<file path="src/rtl/mac_accumulator.sv">
// Accumulate stage after the 16x16 multiplier: sums a programmed number of
// unsigned products under valid/ready and hands the result on under valid/ready.
module mac_accumulator #(
    parameter int unsigned PROD_W   = 32,
    parameter int unsigned ACC_W    = 40,
    parameter int unsigned CNT_W    = 8,
    parameter bit          SATURATE = 1'b0
) (
    input  logic              clk,
    input  logic              rst,
    input  logic              start,
    input  logic [CNT_W-1:0]  len,
    input  logic              prod_valid,
    input  logic [PROD_W-1:0] prod,
    output logic              prod_ready,
    output logic [ACC_W-1:0]  acc_out,
    output logic              out_valid,
    input  logic              out_ready,
    output logic              busy,
    output logic              overflow
);

    localparam int unsigned SUM_W = ACC_W + 1;

    typedef enum logic [1:0] {
        S_IDLE  = 2'd0,
        S_ACCUM = 2'd1,
        S_DONE  = 2'd2
    } state_t;

    state_t             state_q, state_d;
    logic [ACC_W-1:0]   acc_q, acc_d;
    logic [CNT_W-1:0]   cnt_q, cnt_d;
    logic [CNT_W-1:0]   len_q, len_d;
    logic               ovf_q, ovf_d;
    logic               prod_ready_q, prod_ready_d;
    logic               out_valid_q, out_valid_d;
    logic               busy_q, busy_d;

    logic               xfer_c;
    logic [SUM_W-1:0]   sum_c;

    assign xfer_c = prod_valid & prod_ready_q;
    // One extra bit so the carry-out is the overflow indication.
    assign sum_c  = {1'b0, acc_q} + SUM_W'(prod);

    always_comb begin
        state_d = state_q;
        acc_d   = acc_q;
        cnt_d   = cnt_q;
        len_d   = len_q;
        ovf_d   = ovf_q;

        case (state_q)
            S_IDLE: begin
                if (start) begin
                    acc_d   = '0;
                    ovf_d   = 1'b0;
                    cnt_d   = '0;
                    len_d   = len;
                    state_d = (len != '0) ? S_ACCUM : S_DONE;
                end
            end
            S_ACCUM: begin
                if (xfer_c) begin
                    cnt_d = cnt_q + CNT_W'(1);
                    if (sum_c[ACC_W]) begin
                        ovf_d = 1'b1;
                    end
                    // Once clamped, the sum stays pinned at all-ones for the run.
                    if (SATURATE && (sum_c[ACC_W] || ovf_q)) begin
                        acc_d = {ACC_W{1'b1}};
                    end else begin
                        acc_d = sum_c[ACC_W-1:0];
                    end
                    if (cnt_d == len_q) begin
                        state_d = S_DONE;
                    end
                end
            end
            S_DONE: begin
                if (out_ready) begin
                    state_d = S_IDLE;
                end
            end
            default: state_d = S_IDLE;
        endcase

        prod_ready_d = (state_d == S_ACCUM);
        out_valid_d  = (state_d == S_DONE);
        busy_d       = (state_d != S_IDLE);
    end

    always_ff @(posedge clk or posedge rst) begin
        if (rst) begin
            state_q      <= S_IDLE;
            acc_q        <= '0;
            cnt_q        <= '0;
            len_q        <= '0;
            ovf_q        <= 1'b0;
            prod_ready_q <= 1'b0;
            out_valid_q  <= 1'b0;
            busy_q       <= 1'b0;
        end else begin
            state_q      <= state_d;
            acc_q        <= acc_d;
            cnt_q        <= cnt_d;
            len_q        <= len_d;
            ovf_q        <= ovf_d;
            prod_ready_q <= prod_ready_d;
            out_valid_q  <= out_valid_d;
            busy_q       <= busy_d;
        end
    end

    assign prod_ready = prod_ready_q;
    assign acc_out    = acc_q;
    assign out_valid  = out_valid_q;
    assign busy       = busy_q;
    assign overflow   = ovf_q;

endmodule

</file>
<file path="config.mk">
export PLATFORM = sky130hd
export DESIGN_NAME = mac_accumulator
export DESIGN_NICKNAME = d
export VERILOG_FILES = /design/src/rtl/mac_accumulator.sv
export SDC_FILE = /design/constraint.sdc
export NUM_CORES = 1
export LEC_CHECK = 0
export ABC_AREA = 0
export CAP_MARGIN = 20
export CORE_MARGIN = 2
export CORE_UTILIZATION = 55
export CTS_CLUSTER_SIZE = 28
export DETAILED_ROUTE_END_ITERATION = 8
export DONT_BUFFER_PORTS = 1
export PLACE_DENSITY = 0.79
export SYNTH_ARGS = -nofsm -noshare
export SYNTH_HDL_FRONTEND = slang
export SYNTH_SLANG_ARGS = --single-unit
</file>
<file path="constraint.sdc">
create_clock -name clk -period 2.8 [get_ports clk]
set_input_delay 0.56 -clock clk [delete_from_list [all_inputs] [get_ports clk]]
set_output_delay 0.56 -clock clk [all_outputs]
set_load 0.01 [all_outputs]
</file>
; ---- Word-level counts from Yosys, hierarchy flattened
; Cells that the tools add are included.
; W data, S select, Z words.
[op_classes]
addsub = 2
eq_ne = 8
muxes = 16
bitwise_logic = 1
reduce_logical = 7
[op_table]
columns = op, count
row1 = $mux W40, 2
row2 = $pmux W40 S2, 1
row3 = $add A40 B32 Y41, 1
row4 = $mux W8, 2
row5 = $pmux W8 S2, 1
row6 = $mux W2, 5
row7 = $add A8 B1 Y8 const B, 1
row8 = $eq A8 B8 Y1, 1
row9 = $reduce_bool A8 Y1, 1
row10 = $ne A2 B2 Y1 const B, 3
row11 = $pmux W2 S3, 1
row12 = $eq A2 B1 Y1 const B, 2
row13 = $eq A2 B2 Y1 const B, 2
row14 = $reduce_and A4 Y1, 1
row15 = $reduce_bool A2 Y1, 2
row16 = $mux W1, 3
row17 = $reduce_and A3 Y1, 1
row18 = $logic_not A2 Y1, 1
row19 = $pmux W1 S2, 1
row20 = $reduce_and A2 Y1, 1
row21 = $and A1 B1 Y1, 1
[word_totals]
regBits = 62
in_bits = 45
output_inout_bits = 44
elab_cells = 42

; ---- Depth between registers and ports, before layout
; Gate-level depths: netlist (run 1).
[logic_depth]
word_depth = 6
depth_mapped = 10
depth_no_buf = 10

; ---- Least setup slack after synthesis (run 1)
; Ideal clock, no wire load.
[synth_path]
path_kind = input to register
from = in prod[19]
to = reg acc_q[37], in the netlist acc_out[37]
setup_time_ns = 0.078
arrival_ns = 2.747
t_required_ns = 2.722
path_slack_ns = -0.026
cell_stages = 10
path_buffers = 1
cell_sequence = ha_1 > buf_2 > nand2_2 > o21a_1 > a2111oi_4 > a21bo_1 > o211a_1 > o21a_1 > or4_1 > a21oi_1
[synth_via]
elab_chain_cells = 3
[synth_rtl]
columns = element, line
row1 = "start, declared", 14  ; input logic [PROD_W-1:0] prod,
row2 = $add A40 B32 Y41, 45  ; assign sum_c = {1'b0, acc_q} + SUM_W'(prod);
row3 = $mux W40, 65  ; if (xfer_c) begin
row4 = $pmux W40 S2, 54  ; case (state_q)
row5 = "end signal, assigned", 97  ; acc_q <= '0;
row6 = "end signal, assigned", 106  ; acc_q <= acc_d;
row7 = "end, declared", 32  ; logic [ACC_W-1:0] acc_q, acc_d;
; Every way passes these cells. The select of a mux whose other input is x is not followed.
; A chain may end at the register's enable or synchronous reset.

; ---- Worst setup path after layout (run 1)
[layout_path]
from = reg acc_q[0], in the netlist acc_out[0]
to = reg acc_q[38], in the netlist acc_out[38]
[layout_via]
elab_chain_cells = 3
[layout_rtl]
columns = element, line
row1 = $add A40 B32 Y41, 45
row2 = $mux W40, 65
row3 = $pmux W40 S2, 54
; Every way passes these cells. The select of a mux whose other input is x is not followed.

==> key figures, run 1 <==
Status
  • Status: finished, final reports clean

Routing
  • Via count: 4112
  • Routed wire length: about 12 mm
  • Post-route ant nets: 0
  • Drt first pass iters: 4
  • Initial drt markers: 252
  • Vias per cell: 6.19
  • WL/cell: roughly 18 µm
  • Drt drc: 0

Power and ir drop
  • Total power per unit cell area: 1050 nW/µm²
  • Peak VDD IR: 0.475 mV
  • Leak pwr: about 2.3 nW

Floorplan
  • Die W: a little over 90 µm
  • Total die area: 8720 µm²
  • Die height: between 90 and 100 µm
  • Cell Rows: 32
  • I/O pin cnt: 89
  • Initial Util: 56.9%
  • Core area: 7730 µm²

Worst setup path
  • Crit path launch type: flop
  • Setup CP Type: flop to flop
  • Critical-path cell list: ha_4 > fa_2 > a21o_1 > a221oi_4 > a2111o_1 > a21oi_2 > o211ai_1 > a211o_1 > mux2i_1 > o2111a_1
  • WP data required: 3.09 ns
  • Nature of the critical path endpoint: flop
  • Slowest cell on crit path: dfrtp_1
  • Crit-path max FO: 3
  • Largest stage delay, worst path: between 0.4 and 0.5 ns
  • Worst EP arrival: about 3.0 ns

CTS
  • CTS root buf: clkbuf_8
  • CTS tree: done
  • H-tree depth: 3
  • Clock insertion delay at the later pin of the skew report: 0.35 ns
  • Clock Sink Count: 62
  • Max Buffers Root-to-Sink: 2
  • Cts-stage hold buffer count: 0
  • CTS buffer count: 9
  • CTS clk-pin slew, worst paths: 0.08 ns

Final layout
  • Post-layout net count: 636
  • Non-filler cells, final: between 600 and 700
  • Area grow syn2layout: 14.1%
  • Layout cell share with drive strength beyond 1: around an eighth
  • Antenna cells: 0
  • Design area: 5010 µm²

Timing
  • Worst Skew: 0.00685 ns
  • Fin. max-slew vios: 0
  • RSZ-0062 raised after global routing: true
  • Crit path time final: 2.72 ns
  • Period utilization: a little over nine tenths
  • Slew @ Worst Pin: 0.562 ns
  • Setup-failing EPs final: 0
  • Max Freq: 0.367 GHz
  • Setup ws final: 0.0782 ns
  • Hold_ws: 0.0160 ns
  • Final Hold Fails: 0
  • Slew margin rel.: 62.5%

Run
  • MaxCap Viol Count: 0

Global routing
  • GRT Total Usage: 27.1%
  • First-pass GRT wire length: approximately 19 mm
  • Initial antenna violation count: 0
  • Number of global-route vias before repair: 4098
  • GR Overflow Total: 0
  • Pin count of the biggest net entering global routing: 32

Logic synthesis
  • Largest family of logic cells by synthesized area: compound AO/OA/AOI/OAI gates
  • Synth area leader: dfrtp_1
  • Synth Area in Adders: approximately 9.9%
  • Post-synth top cells: nand2_1 (96), dfrtp_1 (62), o21ai_0 (57), a21oi_1 (44), nor2_1 (35)
  • Synth Area in Simple Gates: 18.8%
  • Distinct cells, synth: 51
  • Number of flops mapped to enable cells by yosys: 0
  • Synth Area in Compound Gates: 24.1%
  • Most frequent cell after synthesis: nand2_1
  • Post-synthesis sequential area ratio: 35.3%
  • Async S/R FF share, synth: 100%
  • Top FF cell, synth: dfrtp_1
  • Mapped Nets: about 600
  • Post-Synthesis Cells: ~530
  • #FFs+latches synth: 62
  • Mean post-synth cell area: roughly 8.4 µm²
  • Post-synth top area share: a little over a third
  • XOR/XNOR share of the synthesized area: 9.17%
  • Post-synthesis mux area share: less than 1%
  • Synthesized area: 4390 µm²
  • Synth Warn #: 0
  • Top post-synthesis cells by area: dfrtp_1 (35%), ha_1 (9.4%), nand2_1 (8.2%)

Min path
  • HP Class: primary input to asynchronous set/reset pin

Placement
  • Area post-placement: between 4000 and 5000 µm²
  • Pre-CTS WS: -0.194 ns
  • Dpl cells: about 650
  • HPWL Detailed: 8.65 mm
  • GPL Wtd Cong: around 1
  • Port-buffer cells: 0
state kept, by name, summed over array words and instances, names as in the netlist:
register	cells
prod_ready	1
out_valid	1
len_q	8
state_q	2
cnt_q	8
acc_out	40
overflow	1
busy	1
per-stage QoR:
step                utilization (%)  setup TNS [ns]  total power [mW]
floorplan                         -      -0.0000306              3.53
global placement               61.5         -0.0868              4.28
detailed placement             61.5          -0.576              4.39
CTS                            63.8               0              5.12
global route                   64.9         -0.0799              5.66
finish                         64.9               0              5.25
final cells by class:
class	instances	area, µm²
sequential	62	1550
tap	102	128
clock buffer	10	128
clock inverter	6	38.8
inverter	6	22.5
fill	625	2710
multi-input combinational	434	2810
timing repair buffer	44	330
cell families after synthesis:
group | after synthesis
mux | 1
simple gates | 186
fa+ha+maj | 34
flops | 62
compound gates | 167
xor+xnor | 46
buf+inv | 29
critical path: cells and delay by family, from the launching register on:
family	cells	cell delay, ns
adders and majority gates	2	0.52
DFF	1	0.41
AOI/OAI and AO/OA	7	1.53
muxes	1	0.21
layout by cell type, fill, tap and decap left out, drive strengths merged, types with 5 or more instances in the layout:
master  instances
ha             33
nand3          12
o21a            7
nand2          97
a21o           11
dfrtp          62
o31a            6
nand4          13
and3            6
o21ai          58
xnor2          18
buf            44
a31oi           5
xor2           28
a21oi          44
clkbuf         10
inv             6
nor2           35
per-layer routing:
metal / GRT usage, % / vias up / share of wire (%)
met4: 12.3 / 0 / 2.7
met2: 43.2 / 161 / 46
li1: - / 1949 / -
met5: 0 / - / 0
met3: 6.20 / 28 / 7.9
met1: 35.2 / 1974 / 44
power by group:
group          total (mW)  internal, mW  switching, mW  leakage (nW)
sequential           1.62          1.20          0.419         0.827
clock               0.702         0.318          0.384        0.0820
combinational        2.93          1.28           1.65          1.38
repair_timing:
action,CTS,global route
pin swaps,0,7
endpoints found under the setup margin,1,7
resized for setup,1,13
setup buffers,0,3
final timing paths:
check / start / cells after the start / endpoint / slack, ns
setup / recovery: acc_out[0] / 10 / acc_out[38] / 0.08
hold / removal: rst / 1 / cnt_q[6] / 0.02
setup reg to reg: acc_out[0] / 10 / acc_out[38] / 0.08
hold reg to reg: len_q[7] / 2 / len_q[7] / 0.50
max in group asynchronous: rst / 2 / acc_out[18] / 2.04
min in group clk: len[0] / 2 / len_q[0] / 0.32
Note: power is estimated with default switching activity, not from simulation.
==> run 2, diff against run 1 <==
- REMOVE_ABC_BUFFERS: not set -> 1
==> key figures, run 2 (synthesized netlist as in run 1, its figures left out) <==
Routing
  • Initial drt markers: 255 (+1.2%)
  • Vias per cell: 6.03 (-2.6%)
  • Post-route ant nets: 0 (unchanged)
  • Drt first pass iters: 5 (+1)
  • Routed wire length: 11.1 mm (-5.5%)
  • Drt drc: 0 (unchanged)
  • WL/cell: 16.5 µm (-6.4%)
  • Via count: 4047 (-1.6%)

Placement
  • Dpl cells: 653 (+1.2%)
  • HPWL Detailed: 8.12 mm (-6.2%)
  • Area post-placement: 4810 µm² (+1.3%)
  • Pre-CTS WS: -0.208 ns (-0.0140 ns)
  • Port-buffer cells: 0 (unchanged)
  • GPL Wtd Cong: 0.931 (-8.7%)

Final layout
  • Area grow syn2layout: 15.4%
  • Layout cell share with drive strength beyond 1: 14.6% (+1.2 points)
  • Leading cell types in the layout, fill and taps excluded: nand2_1 (96), dfrtp_1 (61), o21ai_0 (57)
  • Design area: 5070 µm² (+1.2%)
  • Non-filler cells, final: 671 (+1.1%)
  • Antenna cells: 0 (unchanged)
  • Fin util: 65.6% (+0.76 points)
  • Max reg flops: 40 (unchanged)
  • Post-layout net count: 643 (+1.1%)
  • Fill count: 634 (+1.4%)
  • Leading cell type in the layout, fill and taps excluded: nand2_1

CTS
  • CTS root buf: clkbuf_8
  • Clock Sink Count: 62 (unchanged)
  • Cts-stage hold buffer count: 0 (unchanged)
  • Clock insertion delay at the later pin of the skew report: 0.36 ns (about the same)
  • CTS buffer count: 9 (unchanged)
  • CTS clk-pin slew, worst paths: 0.08 ns (about the same)
  • H-tree depth: 3 (unchanged)
  • Max Buffers Root-to-Sink: 2 (unchanged)
  • CTS tree: done

Timing
  • Slew margin rel.: 55.3% (-7.3 points)
  • RSZ-0062 raised after global routing: true
  • Final Hold Fails: 0 (unchanged)
  • Hold_ws: 0.173 ns (+0.157 ns)
  • Setup ws final: -0.0164 ns (-0.0946 ns)
  • Crit path time final: 2.82 ns (+0.0946 ns)
  • Period utilization: 101% (+3.4 points)
  • Fin. max-slew vios: 0 (unchanged)
  • Max Freq: 0.355 GHz (-3.4%)
  • Slew @ Worst Pin: 0.670 ns (+0.108 ns)
  • Worst Skew: 0.0102 ns (+0.00335 ns)
  • Fin Setup TNS: -0.0164 ns (-0.0164 ns)
  • Setup-failing EPs final: 1 (+1)

Run
  • MaxCap Viol Count: 0 (unchanged)

Min path
  • HP Class: primary input to asynchronous set/reset pin

Power and ir drop
  • Total power per unit cell area: 1040 nW/µm² (-0.68%)
  • Peak VDD IR: 0.513 mV (+8.0%)
  • Total Power: 5.27 mW (+0.48%)
  • Leak pwr: 2.34 nW (+2.0%)

Global routing
  • Pin count of the biggest net entering global routing: 41 (+28%)
  • Number of global-route vias before repair: 3923 (-4.3%)
  • GR Overflow Total: 0 (unchanged)
  • GRT Total Usage: 25.9% (-1.3 points)
  • Initial antenna violation count: 0 (unchanged)
  • First-pass GRT wire length: 18.1 mm (-4.2%)

Floorplan
  • Cell Rows: 32 (unchanged)
  • Die W: 93.4 µm (unchanged)
  • Die height: 93.4 µm (unchanged)
  • Initial Util: 56.9% (unchanged)
  • Core area: 7730 µm² (unchanged)
  • I/O pin cnt: 89 (unchanged)
  • Total die area: 8720 µm² (unchanged)

Worst setup path
  • Nature of the critical path endpoint: flop
  • Worst EP arrival: 3.11 ns (+0.10 ns)
  • R2R setup slack: -0.02 ns (-0.09 ns)
  • WP data required: 3.09 ns (about the same)
  • Crit-path max FO: 3 (unchanged)
  • Crit path launch type: flop
  • Setup CP Type: flop to flop

Status
  • Status: complete, but fails checks
  • Failing checks: setup timing
## run 2: what timing repair did
item	CTS	global route
buffers inserted	0	2
pin swaps	0	8
gates resized for setup	1	10
gates cloned	0	0
endpoints found under the setup margin	1	5
## run 2: final timing paths
path | from | cells past startpoint | to
max in group asynchronous | rst | 2 | acc_out[18]
setup reg to reg | acc_out[0] | 10 | acc_out[38]
hold reg to reg | len_q[1] | 2 | len_q[1]
hold / removal | rst | 1 | cnt_q[0]
min in group clk | len[4] | 2 | len_q[4]
setup / recovery | acc_out[0] | 10 | acc_out[38]
## run 2: final cells by class
| type | instances | area (µm²) | share of cell area, % |
|---|---|---|---|
| Clock inverter | 7 | 51.3 | 1.01 |
| Sequential cell | 62 | 1550 | 30.6 |
| Inverter | 6 | 22.5 | 0.444 |
| Clock buffer | 9 | 124 | 2.44 |
| Timing Repair Buffer | 51 | 395 | 7.79 |
| Tap cell | 102 | 128 | 2.52 |
| Multi-Input combinational cell | 434 | 2800 | 55.2 |
## run 2: where the power goes
part / total [mW] / switching (mW) / leakage [nW] / internal, mW
Sequential: 1.58 / 0.378 / 0.827 / 1.20
Clock: 0.731 / 0.409 / 0.0852 / 0.322
Combinational: 2.96 / 1.64 / 1.43 / 1.33
Total: 5.27 / 2.43 / 2.34 / 2.85
## run 2: routing by layer
| layer | GRT usage, % | up-vias | part of all wire (%) |
|---|---|---|---|
| li1 | - | 1966 | - |
| met1 | 32.8 | 1912 | 44 |
| met2 | 42.4 | 141 | 47 |
| met3 | 5.88 | 28 | 6.6 |
| met4 | 10.9 | 0 | 2.5 |
| met5 | 0 | - | 0 |
## run 2: critical path, stage by stage (launching register included)
cell,delay [ns]
dfrtp_1,0.39
ha_2,0.20
fa_2,0.40
a21o_1,0.22
a221oi_2,0.28
a2111o_1,0.24
a21oi_2,0.07
o211ai_1,0.25
a211o_1,0.22
mux2i_1,0.26
o2111a_1,0.22
==> run 3, diff against run 2 <==
- CAP_MARGIN: 20 -> 5
- CORE_MARGIN: 2 -> 4
==> key figures, run 3 (synthesized netlist as in run 1, its figures left out) <==
Status
  • Status: finished, final reports clean

Power and ir drop
  • Leak pwr: 2.37 nW (+1.2%)
  • Peak VDD IR: 0.493 mV (-4.0%)
  • Total Power: 5.53 mW (+4.9%)
  • Clk network pwr share: 16.9% (+3.0 points)
  • Sequential share of power: 28.6% (-1.3 points)
  • Internal: 3.10 mW (+8.8%)
  • Sw Ratio: 44.0% (-2.0 points)
  • Total power per unit cell area: 1070 nW/µm² (+2.6%)
  • Psw: 2.43 mW (+0.26%)
  • Combinational share of power: 54.5% (-1.7 points)

CTS
  • Max Buffers Root-to-Sink: 2 (unchanged)
  • Cts-stage hold buffer count: 0 (unchanged)
  • CTS tree: done
  • H-tree depth: 3 (unchanged)
  • CTS buffer count: 9 (unchanged)
  • Clock insertion delay at the later pin of the skew report: 0.35 ns (about the same)
  • CTS root buf: clkbuf_8
  • CTS clk-pin slew, worst paths: 0.09 ns (about the same)
  • Clock Sink Count: 62 (unchanged)

Final layout
  • Non-filler cells, final: 672 (+0.15%)
  • Fill count: 629 (-0.79%)
  • Area of the multi-input gates: 2850 µm² (+1.8%)
  • Max reg flops: 40 (unchanged)
  • Layout cell share with drive strength beyond 1: 15.6% (+1.0 points)
  • Reg area: 1550 µm² (about the same)
  • Post-layout net count: 644 (+0.16%)
  • Fin util: 66.8% (+1.1 points)
  • Antenna cells: 0 (unchanged)
  • Design area: 5190 µm² (+2.3%)
  • Area grow syn2layout: 18.1%
  • Leading cell types in the layout, fill and taps excluded: nand2_1 (96), dfrtp_1 (60), o21ai_0 (56)
  • Leading cell type in the layout, fill and taps excluded: nand2_1

Global routing
  • GRT Total Usage: 23.7% (-2.2 points)
  • Pin count of the biggest net entering global routing: 37 (-9.8%)
  • Initial antenna violation count: 0 (unchanged)
  • GR Overflow Total: 0 (unchanged)
  • Number of global-route vias before repair: 3993 (+1.8%)
  • First-pass GRT wire length: 18.7 mm (+3.5%)

Timing
  • Setup ws final: 0.0769 ns (+0.0934 ns)
  • Max Freq: 0.367 GHz (+3.4%)
  • RSZ-0062 raised after global routing: true
  • Hold_ws: 0.158 ns (-0.0150 ns)
  • Worst Skew: 0.0176 ns (+0.00739 ns)
  • Setup-failing EPs final: 0 (-1)
  • Slew margin rel.: 58.5% (+3.2 points)
  • Crit path time final: 2.72 ns (-0.0934 ns)
  • Fin Setup TNS: 0 ns (+0.0164 ns)
  • Slew @ Worst Pin: 0.622 ns (-0.0481 ns)
  • Final Hold Fails: 0 (unchanged)
  • Period utilization: 97.3% (-3.3 points)
  • Fin. max-slew vios: 0 (unchanged)

Worst setup path
  • Worst EP arrival: 3.01 ns (-0.10 ns)
  • Nature of the critical path endpoint: flop
  • Crit-path max FO: 3 (unchanged)
  • Crit path launch type: flop
  • WP data required: 3.08 ns (about the same)
  • Setup CP Type: flop to flop

Floorplan
  • Initial Util: 56.6% (-0.29 points)
  • Total die area: 9480 µm² (+8.8%)
  • Core area: 7770 µm² (+0.52%)
  • Die W: 97.4 µm (+4.3%)
  • I/O pin cnt: 89 (unchanged)
  • Die height: 97.4 µm (+4.3%)
  • Cell Rows: 32 (unchanged)

Placement
  • GPL Wtd Cong: 0.896 (-3.8%)
  • Area post-placement: 4810 µm² (unchanged)
  • Pre-CTS WS: -0.223 ns (-0.0148 ns)
  • HPWL Detailed: 8.34 mm (+2.7%)
  • Dpl cells: 653 (unchanged)
  • Port-buffer cells: 0 (unchanged)

Routing
  • Drt drc: 0 (unchanged)
  • Drt first pass iters: 4 (-1)
  • Vias per cell: 6.03 (about the same)
  • Post-route ant nets: 0 (unchanged)
  • Initial drt markers: 194 (-24%)
  • Routed wire length: 11.3 mm (+2.1%)
  • WL/cell: 16.8 µm (+2.0%)
  • Via count: 4052 (+0.12%)

Run
  • MaxCap Viol Count: 0 (unchanged)

Min path
  • HP Class: primary input to asynchronous set/reset pin
==> run 3: cell count changes in the layout (fill, tap and decap cells not counted), moves of 2 or more <==
cell / delta
clkinv_2: -2
bufinv_16: +2
ha_1: -4
ha_4: +4
==> run 3: power by group through the flow <==
| stage | sequential (mW) | clock [mW] | combinational (mW) |
|---|---|---|---|
| 2_1_floorplan | 1.54 | 0 | 1.92 |
| 5_1_grt | 1.63 | 0.988 | 3.37 |
| 6_report | 1.58 | 0.933 | 3.02 |
| 3_3_place_gp | 1.56 | 0 | 2.78 |
| 4_1_cts | 1.57 | 0.935 | 2.88 |
| 3_5_place_dp | 1.58 | 0 | 2.84 |
==> run 3: timing repair <==
item / 4_1_cts / 5_1_grt
setup endpoints to repair: 1 / 5
resized for setup: 1 / 18
setup buffers: 0 / 3
pin swaps: 0 / 6
==> run 3: worst max-delay path, stage by stage, from the launching register on <==
cell	delay [ns]
dfrtp_1	0.39
ha_2	0.19
fa_2	0.35
a21o_1	0.19
a221oi_2	0.31
a2111o_1	0.23
a21oi_2	0.07
o211ai_1	0.31
a211o_1	0.23
mux2i_1	0.19
o2111a_1	0.19
==> run 3: cell type report <==
| class | count | area share (%) |
|---|---|---|
| multi-input combinational | 434 | 54.9 |
| sequential | 62 | 30.0 |
| timing repair buffer | 52 | 7.77 |
| clock buffer | 10 | 2.65 |
| tap | 102 | 2.46 |
| clock inverter | 6 | 1.81 |
| inverter | 6 | 0.434 |
==> run 3: path summary, 6_finish.rpt <==
kind	startpoint	endpoint	slack [ns]	depth (start not counted)
setup / recovery	acc_out[0]	acc_out[38]	0.08	10
hold / removal	rst	acc_out[1]	0.16	1
setup reg to reg	acc_out[0]	acc_out[38]	0.08	10
hold reg to reg	len_q[7]	len_q[7]	0.50	2
max in group asynchronous	rst	cnt_q[6]	2.02	2
min in group clk	len[1]	len_q[1]	0.31	2
==> run 3: layer usage <==
| metal | global-route usage, % | vias up | share of wire [%] |
|---|---|---|---|
| met3 | 6.10 | 20 | 6.6 |
| met2 | 40.1 | 121 | 49 |
| li1 | - | 1971 | - |
| met4 | 5.75 | 0 | 1.7 |
| met1 | 30.2 | 1940 | 43 |
| met5 | 0 | - | 0 |
